`src/rtl/spram_fifo_ctrl.sv`:
```
// spram_fifo_ctrl: turns a single-port synchronous-read RAM into a streaming
// FIFO with valid/ready push and pop interfaces.
// One RAM access per cycle. A write wins over a read unless the output side
// is completely dry, which keeps the consumer from being starved by writes.
// A 2-entry output buffer absorbs the one-cycle RAM read latency.
// Optional build macro: SPRAM_FIFO_WATERMARK_EN adds wm_clr / max_count.
module spram_fifo_ctrl #(
    parameter int ADDR_WIDTH = 8,
    parameter int DATA_WIDTH = 8
) (
    input  logic                  clk,
    input  logic                  rst,
    input  logic                  in_valid,
    output logic                  in_ready,
    input  logic [DATA_WIDTH-1:0] in_data,
    output logic                  out_valid,
    input  logic                  out_ready,
    output logic [DATA_WIDTH-1:0] out_data,
    output logic                  ram_we,
    output logic [ADDR_WIDTH-1:0] ram_addr,
    output logic [DATA_WIDTH-1:0] ram_din,
    input  logic [DATA_WIDTH-1:0] ram_dout,
    output logic [ADDR_WIDTH:0]   count
`ifdef SPRAM_FIFO_WATERMARK_EN
    ,
    input  logic                  wm_clr,
    output logic [ADDR_WIDTH:0]   max_count
`endif
);

    // RAM occupancy value meaning "every address holds a live word"
    localparam logic [ADDR_WIDTH:0] FULL_CNT = {1'b1, {ADDR_WIDTH{1'b0}}};

    logic [ADDR_WIDTH-1:0] wr_ptr_q, wr_ptr_d;
    logic [ADDR_WIDTH-1:0] rd_ptr_q, rd_ptr_d;
    logic [ADDR_WIDTH:0]   ram_cnt_q, ram_cnt_d;
    logic                  rd_inflight_q, rd_inflight_d;
    logic [DATA_WIDTH-1:0] obuf0_q, obuf0_d;
    logic [DATA_WIDTH-1:0] obuf1_q, obuf1_d;
    logic [1:0]            obuf_cnt_q, obuf_cnt_d;

    logic [1:0]            occ;
    logic [1:0]            occ_after_pop;
    logic                  pop_now;
    logic                  ram_has_data;
    logic                  rd_ok;
    logic                  rd_pri;
    logic                  wr_en;
    logic                  rd_en;

    // Output-side occupancy and the read/write arbitration for this cycle
    always_comb begin
        out_valid     = (obuf_cnt_q != 2'd0);
        out_data      = obuf0_q;
        pop_now       = out_valid && out_ready;
        occ           = obuf_cnt_q + {1'b0, rd_inflight_q};
        occ_after_pop = occ - {1'b0, pop_now};
        ram_has_data  = (ram_cnt_q != '0);
        rd_ok         = ram_has_data && (occ_after_pop < 2'd2);
        rd_pri        = ram_has_data && (occ == 2'd0);
        in_ready      = !rst && (ram_cnt_q != FULL_CNT) && !rd_pri;
        wr_en         = in_valid && in_ready;
        rd_en         = !rst && !wr_en && rd_ok;
        ram_we        = wr_en;
        ram_addr      = wr_en ? wr_ptr_q : rd_ptr_q;
        ram_din       = in_data;
        count         = ram_cnt_q + {{(ADDR_WIDTH-1){1'b0}}, occ};
    end

    // Next-state for pointers, RAM occupancy and the output buffer
    always_comb begin
        wr_ptr_d      = wr_ptr_q;
        rd_ptr_d      = rd_ptr_q;
        ram_cnt_d     = ram_cnt_q;
        rd_inflight_d = rd_en;
        obuf0_d       = obuf0_q;
        obuf1_d       = obuf1_q;
        obuf_cnt_d    = obuf_cnt_q;

        if (wr_en) begin
            wr_ptr_d  = wr_ptr_q + 1'b1;
            ram_cnt_d = ram_cnt_q + 1'b1;
        end else if (rd_en) begin
            rd_ptr_d  = rd_ptr_q + 1'b1;
            ram_cnt_d = ram_cnt_q - 1'b1;
        end

        // Pop shifts first, then the returning read word lands in the first
        // free slot, so a same-edge pop and capture keeps order intact.
        if (pop_now) begin
            obuf0_d    = obuf1_q;
            obuf_cnt_d = obuf_cnt_q - 2'd1;
        end
        if (rd_inflight_q) begin
            if (obuf_cnt_d == 2'd0) begin
                obuf0_d = ram_dout;
            end else begin
                obuf1_d = ram_dout;
            end
            obuf_cnt_d = obuf_cnt_d + 2'd1;
        end
    end

    // State registers, cleared asynchronously; RAM contents are left alone
    always_ff @(posedge clk or posedge rst) begin
        if (rst) begin
            wr_ptr_q      <= '0;
            rd_ptr_q      <= '0;
            ram_cnt_q     <= '0;
            rd_inflight_q <= 1'b0;
            obuf0_q       <= '0;
            obuf1_q       <= '0;
            obuf_cnt_q    <= '0;
        end else begin
            wr_ptr_q      <= wr_ptr_d;
            rd_ptr_q      <= rd_ptr_d;
            ram_cnt_q     <= ram_cnt_d;
            rd_inflight_q <= rd_inflight_d;
            obuf0_q       <= obuf0_d;
            obuf1_q       <= obuf1_d;
            obuf_cnt_q    <= obuf_cnt_d;
        end
    end

`ifdef SPRAM_FIFO_WATERMARK_EN
    logic [ADDR_WIDTH:0] max_count_q, max_count_d;

    // Peak tracker; a clear reloads it with the present occupancy
    always_comb begin
        max_count_d = max_count_q;
        if (wm_clr) begin
            max_count_d = count;
        end else if (count > max_count_q) begin
            max_count_d = count;
        end
    end

    // Peak register
    always_ff @(posedge clk or posedge rst) begin
        if (rst) begin
            max_count_q <= '0;
        end else begin
            max_count_q <= max_count_d;
        end
    end

    assign max_count = max_count_q;
`endif

endmodule

```
`config.mk`:
```
export PLATFORM = sky130hd
export DESIGN_NAME = spram_fifo_ctrl
export DESIGN_NICKNAME = d
export VERILOG_FILES = /design/src/rtl/spram_fifo_ctrl.sv
export SDC_FILE = /design/constraint.sdc
export NUM_CORES = 1
export LEC_CHECK = 0
export ABC_AREA = 1
export CAP_MARGIN = 20
export CORE_MARGIN = 1.5
export CORE_UTILIZATION = 30
export CTS_CLUSTER_DIAMETER = 200
export CTS_CLUSTER_SIZE = 24
export DETAILED_ROUTE_END_ITERATION = 8
export HOLD_SLACK_MARGIN = 0.03
export PLACE_DENSITY = 0.61
export RECOVER_POWER = 50
export SLEW_MARGIN = 0
export SYNTH_ARGS = -nofsm -noshare
export SYNTH_HDL_FRONTEND = slang
export SYNTH_SLANG_ARGS = --single-unit
```
`constraint.sdc`:
```
create_clock -name clk -period 3.6 [get_ports clk]
set_clock_uncertainty 0.2 [all_clocks]
set_input_delay 0.9 -clock clk [delete_from_list [all_inputs] [get_ports clk]]
set_output_delay 0.9 -clock clk [all_outputs]
set_load 0.005 [all_outputs]
```
==> tab_implementation.tex <==
\begin{tabular}{lr}
\hline
Metric & Value \\
\hline
\multicolumn{2}{l}{\textbf{Logic synthesis}} \\
\quad Multiplexer fraction of the synthesized cell area & 0 \\
\quad Share of the synthesized area in the top cell type & 0.3902 \\
\quad XOR/XNOR share of the synthesized area & 0.07761 \\
\quad Largest family of logic cells by synthesized area & simple AND/OR/NAND/NOR gates \\
\quad Avg Cell Area, Syn & 8.061 um\^{}2 \\
\quad Simple-gate area share of the yosys netlist & 0.2235 \\
\quad Post-synthesis instance total & 350 \\
\quad Library cell occupying the most area in the post-synthesis netlist & dfrtp\_1 \\
\quad Cell variety after synth & 32 \\
\quad Synthesized-area fraction occupied by adder cells & 0.07627 \\
\quad Total number of yosys warnings & 0 \\
\quad Summed instance area of the synthesized netlist & 0.002821 mm\^{}2 \\
\quad Nets in the synthesized netlist & 386 \\
\quad Proportion of synthesized chip area in sequential cells & 0.3902 \\
\quad Synthesized flop and latch total & 44 \\
\quad Synthesized-area fraction occupied by ao, oa, aoi and oai cells & 0.1184 \\
\quad Biggest area contributors in the synthesized netlist & dfrtp\_1 (39\%), nand2\_1 (12\%), inv\_1 (6.7\%) \\
\multicolumn{2}{l}{\textbf{Critical path}} \\
\quad CP max stage cell & dfrtp\_1 \\
\quad Slack of the worst reg-to-reg path & a little under 700 ps \\
\quad Capture instance of the worst register-to-register path & ram\_cnt\_q[8] \\
\quad RR Startpoint & obuf\_cnt\_q[0] \\
\quad Longest individual stage delay on the worst path & 390 ps \\
\quad Number of cells traversed by the worst register-to-register path & 17 \\
\quad Worst Setup Start Kind & register \\
\quad Crit path launch & obuf\_cnt\_q[0] \\
\quad CP Cell Sequence & ha\_1 -> ha\_2 -> inv\_2 -> fa\_2 -> nor3\_4 -> nand3\_2 -> buf\_4 -> xor2\_1 -> dlygate4sd2\_1 \\
\quad Worst Path Arrival & 2500 ps \\
\quad Critical path capture point type & primary output \\
\quad Data required time of the worst path & 2500 ps \\
\quad Critical path start-end classification & register to primary output \\
\quad Maximum fanout count along the critical path & 2 \\
\multicolumn{2}{l}{\textbf{Floorplan}} \\
\quad Core area & 0.009196 mm\^{}2 \\
\quad Die Outline Area & 0.009996 mm\^{}2 \\
\quad Height of the die & about 100 um \\
\quad \# rows & 35 \\
\quad Count of boundary I/O pins & 56 \\
\quad Die boundary width & about 100 um \\
\quad Initial Utilization & 0.3068 \\
\multicolumn{2}{l}{\textbf{STA}} \\
\quad Endpoints failing setup & 1 \\
\quad Actual slew at the worst max-slew pin & 1125 ps \\
\quad Hold\_ws & 293.9 ps \\
\quad Final Max Tran Viols & 0 \\
\quad Shortest clock period the worst path allows after layout & between 3000 and 4000 ps \\
\quad Max transition margin & 0.2499 \\
\quad Final period util & 1.001 \\
\quad Total negative setup slack & -2.134 ps \\
\quad Min setup slack post-route & -2.134 ps \\
\quad Maximum frequency from static timing analysis & approximately 0.28 GHz \\
\quad Count of endpoints failing hold in the final timing report & 0 \\
\quad Setup repair after global routing missed its margin & true \\
\multicolumn{2}{l}{\textbf{GRT}} \\
\quad Number of global-route vias before repair & 2295 \\
\quad Grt ovf & 0 \\
\quad Pin count of the biggest net entering global routing & 46 \\
\quad Global router's overall resource usage & 0.1271 \\
\quad Wire length of the first global-routing pass & 10280 um \\
\quad Initial antenna violation count & 0 \\
\multicolumn{2}{l}{\textbf{Clock tree}} \\
\quad Number of buffers created by CTS & 5 \\
\quad Number of levels in the clock H-tree & 2 \\
\quad CTS tree & yes \\
\quad Cts hold-fix bufs & 0 \\
\quad Total number of clock tree sinks & 44 \\
\quad Worst skew pair latency & 300 ps \\
\quad Clock edge transition at the registers on the reported setup and hold paths & 90 ps \\
\quad Root Buffer & clkbuf\_8 \\
\quad Clock Path Buffers & 2 \\
\multicolumn{2}{l}{\textbf{Drt}} \\
\quad Per-cell routed wire length & between 10 and 15 um \\
\quad Via-per-instance ratio & 4.595 \\
\quad Routed wire length on met2 & 2805 um \\
\quad Count of nets left with antenna violations after detail routing & 0 \\
\quad Number of DRC markers in iteration 0 & approximately 100 \\
\quad Detailed-routing wirelength on met1 & 2857 um \\
\quad Met3 layer wire length in the routed design & 222 um \\
\quad Total via count after detailed routing & 2348 \\
\quad Top metal layer carrying routed signals & met4 \\
\quad Drc violations & 0 \\
\quad Detailed Route WL & 5964 um \\
\quad Iteration count of the initial detailed-routing pass & 5 \\
\multicolumn{2}{l}{\textbf{Place}} \\
\quad Setup slack at placement & -114.5 ps \\
\quad Inst Count DP & 500 \\
\quad Port buffer count & 39 \\
\quad Gp weighted congestion & between 0.8 and 0.9 \\
\quad Detailed-placement wirelength estimate & 4464 um \\
\multicolumn{2}{l}{\textbf{Cells and area}} \\
\quad Count of fill cells added during filler insertion & 970 \\
\quad Share of layout cells above drive strength 1 & 0.1425 \\
\quad Number of nets at the end of the flow & 435 \\
\quad Cell Count, Final, Fillers Out & roughly 510 \\
\quad Diode count & 0 \\
\quad Area added between synthesis and finish & 23.59\% \\
\multicolumn{2}{l}{\textbf{Status}} \\
\quad Outcome & finished, violations left \\
\quad Failing checks & negative setup slack \\
\multicolumn{2}{l}{\textbf{Hold path}} \\
\quad Hold path startpoint & obuf1\_q[5] \\
\quad Min-Delay Path Depth & 2 \\
\quad Worst min-delay path endpoint & obuf1\_q[5] \\
\quad Type of the most critical hold path & register to register \\
\multicolumn{2}{l}{\textbf{Power}} \\
\quad Worst supply voltage drop on vdd & 0.3634 mV \\
\quad Power Density & 941.0 mW/mm\^{}2 \\
\quad Power Total & about 3.3 mW \\
\quad Pleak & 1.735 nW \\
\multicolumn{2}{l}{\textbf{Run}} \\
\quad \# Max-Cap Violations & 0 \\
\hline
\end{tabular}
[registers in the layout (all words and copies together), names as in the netlist]
name	flops
rd_ptr_q	8
out_data	8
obuf1_q	8
obuf_cnt_q	2
rd_inflight_q	1
wr_ptr_q	8
ram_cnt_q	9
[worst max-delay path by stage]
stage,to,depth (start not counted)
floorplan,ram_addr[6],6
global placement,ram_addr[6],7
detailed placement,count[8],9
CTS,count[8],10
global route,count[8],10
finish,count[6],9
[layer usage]
layer  up-vias  track usage
li1       1205            -
met1      1089       0.1655
met2        46       0.2145
met3         8      0.02437
met4         0      0.03792
met5         -            0
[Yosys cell counts]
library cell / number
xor2_1: 21
o21ai_1: 5
a21o_1: 1
nand2_4: 2
nand3b_1: 1
o21ai_0: 21
inv_4: 1
a21oi_1: 6
nor2_4: 2
and2_1: 1
o211ai_1: 1
clkbuf_1: 4
nand2_2: 2
o22ai_1: 7
fa_1: 2
nor2_1: 16
o21ai_2: 11
nand3_4: 1
buf_6: 4
xnor2_1: 4
buf_4: 8
dfrtp_1: 44
nor2_2: 2
ha_1: 14
a31oi_1: 3
inv_2: 2
nand3_1: 13
nor3_1: 4
nand4_1: 7
nand2_1: 89
or2_2: 1
inv_1: 50
[cell usage in the layout, fill, tap and decap left out, drive strengths merged, types with 6 or more instances in the layout]
cell            n
dfrtp          44
nand2          93
o22ai           7
nand3          14
clkdlybuf4s50  30
ha             14
inv            52
buf            15
nand4           7
xor2           21
o21ai          37
clkbuf         10
nor2           20
a21oi           6
[final cells by class]
| type | instances | area [um^2] | area share |
|---|---|---|---|
| Multi-Input combinational cell | 237 | 1436 | 0.4119 |
| Sequential cell | 44 | 1101 | 0.3158 |
| Timing Repair Buffer | 58 | 520.5 | 0.1493 |
| Inverter | 53 | 202.7 | 0.05813 |
| Tap cell | 111 | 138.9 | 0.03983 |
| Clock buffer | 5 | 68.82 | 0.01973 |
| Clock inverter | 3 | 18.77 | 0.005382 |
[kinds of logic after synthesis]
logic type / Yosys count
AND/OR/NAND/NOR: 141
XOR/XNOR: 25
AO/OA/AOI/OAI: 55
adder cells (fa/ha/maj): 16
buffers and inverters: 69
flip-flops: 44
[worst max-delay path: cells and delay by family, from the launching register on]
family | cells | cell delay, ps
and+or+nand+nor | 2 | 340
xor gates and xnor gates | 1 | 130
adders and majority gates | 3 | 870
DFF | 1 | 390
buffers and inverters | 3 | 470
[per-stage QoR]
stage,utilization,instance area (um^2)
after floorplan,-,2825
after global placement,0.3648,3354
after detailed placement,0.3648,3354
after CTS,0.3774,3471
after global routing,0.3792,3487
final,0.3792,3487
[power breakdown]
group | internal [mW] | switching (mW) | total [mW]
logic | 0.969 | 1.07 | 2.04
registers | 0.730 | 0.205 | 0.935
clock network | 0.135 | 0.175 | 0.310
total | 1.83 | 1.45 | 3.28
[timing repair]
action	CTS	global route
endpoints found under the setup margin	12	6
gates resized for setup	12	12
setup buffers	1	2
pin swaps	3	6
No activity file was read; power rests on OpenSTA's default activity.
==> edit 1 (same flow settings) <==
`obuf0_q` no longer has a reset.
--- a/src/rtl/spram_fifo_ctrl.sv
+++ b/src/rtl/spram_fifo_ctrl.sv
@@ -108,7 +108,6 @@
             rd_ptr_q      <= '0;
             ram_cnt_q     <= '0;
             rd_inflight_q <= 1'b0;
-            obuf0_q       <= '0;
             obuf1_q       <= '0;
             obuf_cnt_q    <= '0;
         end else begin
@@ -116,10 +115,13 @@
             rd_ptr_q      <= rd_ptr_d;
             ram_cnt_q     <= ram_cnt_d;
             rd_inflight_q <= rd_inflight_d;
-            obuf0_q       <= obuf0_d;
             obuf1_q       <= obuf1_d;
             obuf_cnt_q    <= obuf_cnt_d;
         end
+    end
+
+    always_ff @(posedge clk) begin
+        obuf0_q <= obuf0_d;
     end
 
 `ifdef SPRAM_FIFO_WATERMARK_EN
Formal check against the unedited RTL: differs if rst is asserted again (counterexample within 4 cycles, from zero or initial values and one cycle with rst high); with rst held inactive, the same outputs for 10 cycles.
==> edit 1 against the original RTL <==
Sequential cell count did not move. Largest power group unchanged. Highest routed layer unchanged. Critical path depth rose by 1. Count of clock-buffer cells in the layout grew 1. Routed wire length up 5.3%. Synthesized cell count stayed put. Setup slack gained 0.033 ns. Total power rose by 3.9%. Cell area is 1.8% higher. Utilization grew 2.2 points. Synthesized area is 1.4% lower.
==> edit 1: results <==
[layout]
largest_reg_flops = 9
drive_above_1_share = 0.160
fillers = 913
fin_nets = 440
fin_cells = 513

[worst_hold_path]
whs_endpoint = out_data[3]
worstHoldStart = out_data[3]
hold_depth = 2

[place]
gp_congestion = 0.812
dpl_worst_slack_ns = -0.177
place_inst = 494
placed_area_um2 = 3280
dp_hpwl_um = 4430

[yosys]
syn-instance-count = 350
synth_cell_type_count = 33
ys_async_sr_fraction = 0.818
synth_fp_nets = 386
synth_commonest_cells = nand2_1 (89), inv_1 (50), dfrtp_1 (36)
ys_top_cells_by_area = dfrtp_1 (32%), nand2_1 (12%), inv_1 (6.7%)
ys_seq_area_frac = 0.381

[worst_setup_path]
crit_end = count[8]
reg2reg_depth = 19
r2r_setup_slack_ns = 0.56
cp_data_arrival_time_ns = 2.47
reg2reg_to = ram_cnt_q[8]
crit_path_start_kind = register
crit_fanout = 2
r2r_start = rd_inflight_q

[power_and_ir_drop]
leakage_nw = 1.85
pg_seq_uw = 932
combPwrFrac = 0.608
ir_drop_uv = 311
power.switching_mw = 1.47
powerComb_mw = 2.07

[detailed_routing]
met3_length_um = 217
drt_iter0_markers = 88
wire_per_inst_um = 12.2
top_layer = met4
wl_met2_um = 3060
num_vias = 2354
wl_met1_um = 2930
drt_pass1_iterations = 4

[flow_run]
cap_violations = 0

[global_routing]
grt_pass1_vias = 2242
grt_pass1_wl_um = 10400
use_met2 = 0.221
antenna_found_initial = 0
grt_max_degree = 38
gr-usage-met3 = 0.0246
met1_usage = 0.167
track_usage = 0.130

[sta]
holdWs_ns = 0.274
max-slew-margin-rel = 0.333
period_share = 0.991

[cts]
cts_setup_buffers = 4
cts_made_buffers = 5
cts_resized = 14
htreeDepth = 2
clk_latency_ns = 0.30

[status]
status = complete, no violations
==> edit 1: cell count changes after synthesis <==
cell	delta
dfxtp_1	+8
dfrtp_1	-8
==> edit 1: worst min-delay path, stage by stage, from the launching register on <==
cell and delay [ns]:
dfxtp_1 0.31, nand2_1 0.06, a31oi_1 0.06
==> edit 1: kinds of logic after synthesis <==
family | synth area share
DFF | 0.381
buffers and inverters | 0.116
and+or+nand+nor | 0.227
adders and majority gates | 0.0774
AOI/OAI and AO/OA | 0.120
xor gates and xnor gates | 0.0787
==> edit 1: cell type report <==
type	count	area, um2	area share
Sequential cell	44	1060	0.299
Clock buffer	6	82.6	0.0233
Tap cell	108	135	0.0381
Clock inverter	2	38.8	0.0109
Timing Repair Buffer	62	578	0.163
Inverter	53	204	0.0574
Multi-Input combinational cell	238	1450	0.409
==> edit 2 (config.mk and constraints unchanged) <==
Made on the original files. The parameter `ADDR_WIDTH` goes from 8 to 9.
--- a/src/rtl/spram_fifo_ctrl.sv
+++ b/src/rtl/spram_fifo_ctrl.sv
@@ -5,7 +5,7 @@
 // A 2-entry output buffer absorbs the one-cycle RAM read latency.
 // Optional build macro: SPRAM_FIFO_WATERMARK_EN adds wm_clr / max_count.
 module spram_fifo_ctrl #(
-    parameter int ADDR_WIDTH = 8,
+    parameter int ADDR_WIDTH = 9,
     parameter int DATA_WIDTH = 8
 ) (
     input  logic                  clk,
Ports: changed (resized count and ram_addr); port bits go from 56 to 58. No check against the original RTL was run, so the function may have changed too.
==> edit 2 against the original RTL <==
Cell area grew 11%. Total power is 13% higher. Die area grew 6.4%. Critical path type unchanged. Utilization grew 1.7 points. Sequential cell count is 3 higher. Synthesized area is 6.7% higher. Setup slack improved by 0.16 ns. Routed wire length up 11%. Critical endpoint unchanged. Maximum frequency grew 4.8%.
==> edit 2: results <==
[layout]
fin_nets = 469
drive_above_1_share = 0.136
nonClkBufAreaFrac = 0.160
fillers = 1011
syn_to_final_growth_pct = 28.2
buffers_excl_clock = 66

[yosys]
synth-compound-area-share = 0.101
synth_commonest_cells = nand2_1 (96), inv_1 (49), dfrtp_1 (47)
synth_fp_nets = 411
ys_top_cells_by_area = dfrtp_1 (39%), nand2_1 (12%), xor2_1 (6.7%)
syn-instance-count = 374

[worst_setup_path]
cp_data_arrival_time_ns = 2.34

[power_and_ir_drop]
ir_drop_uv = 342
powerComb_mw = 2.22
power.switching_mw = 1.58

[detailed_routing]
drt_pass1_iterations = 4
drt_iter0_markers = 84
wl_met2_um = 3000
met3_length_um = 246
wirelength_um = 6590

[cts]
cts_resized = 13

[global_routing]
grt_max_degree = 48
grt_pass1_wl_um = 11000

[place]
place_inst = 553
gp_congestion = 0.860
dp_hpwl_um = 4880
dpl_worst_slack_ns = -0.0573

[sta]
setup_tns_ns = 0

[status]
status = complete, no violations
edit 2: final timing paths:
path,end,slack (ns),cells past startpoint,startpoint
max in group asynchronous,rd_ptr_q[3],1.35,4,rst
min reg2reg,wr_ptr_q[8],0.28,2,wr_ptr_q[8]
max,count[6],0.16,9,rd_inflight_q
max reg2reg,ram_cnt_q[8],0.39,18,rd_inflight_q
min in group asynchronous,out_data[4],1.12,4,rst
min,wr_ptr_q[8],0.28,2,wr_ptr_q[8]
edit 2: routing by layer:
metal,global-route usage,vias up
met2,0.220,41
met4,0.0333,0
li1,-,1299
met5,0,-
met3,0.0251,7
met1,0.179,1201
edit 2: critical path, cell delays in order (launching register included):
cell,delay [ns]
dfrtp_1,0.42
ha_4,0.29
ha_1,0.18
inv_1,0.06
fa_2,0.37
nor2_4,0.11
nand3_2,0.09
buf_4,0.15
xor2_1,0.13
dlygate4sd2_1,0.26
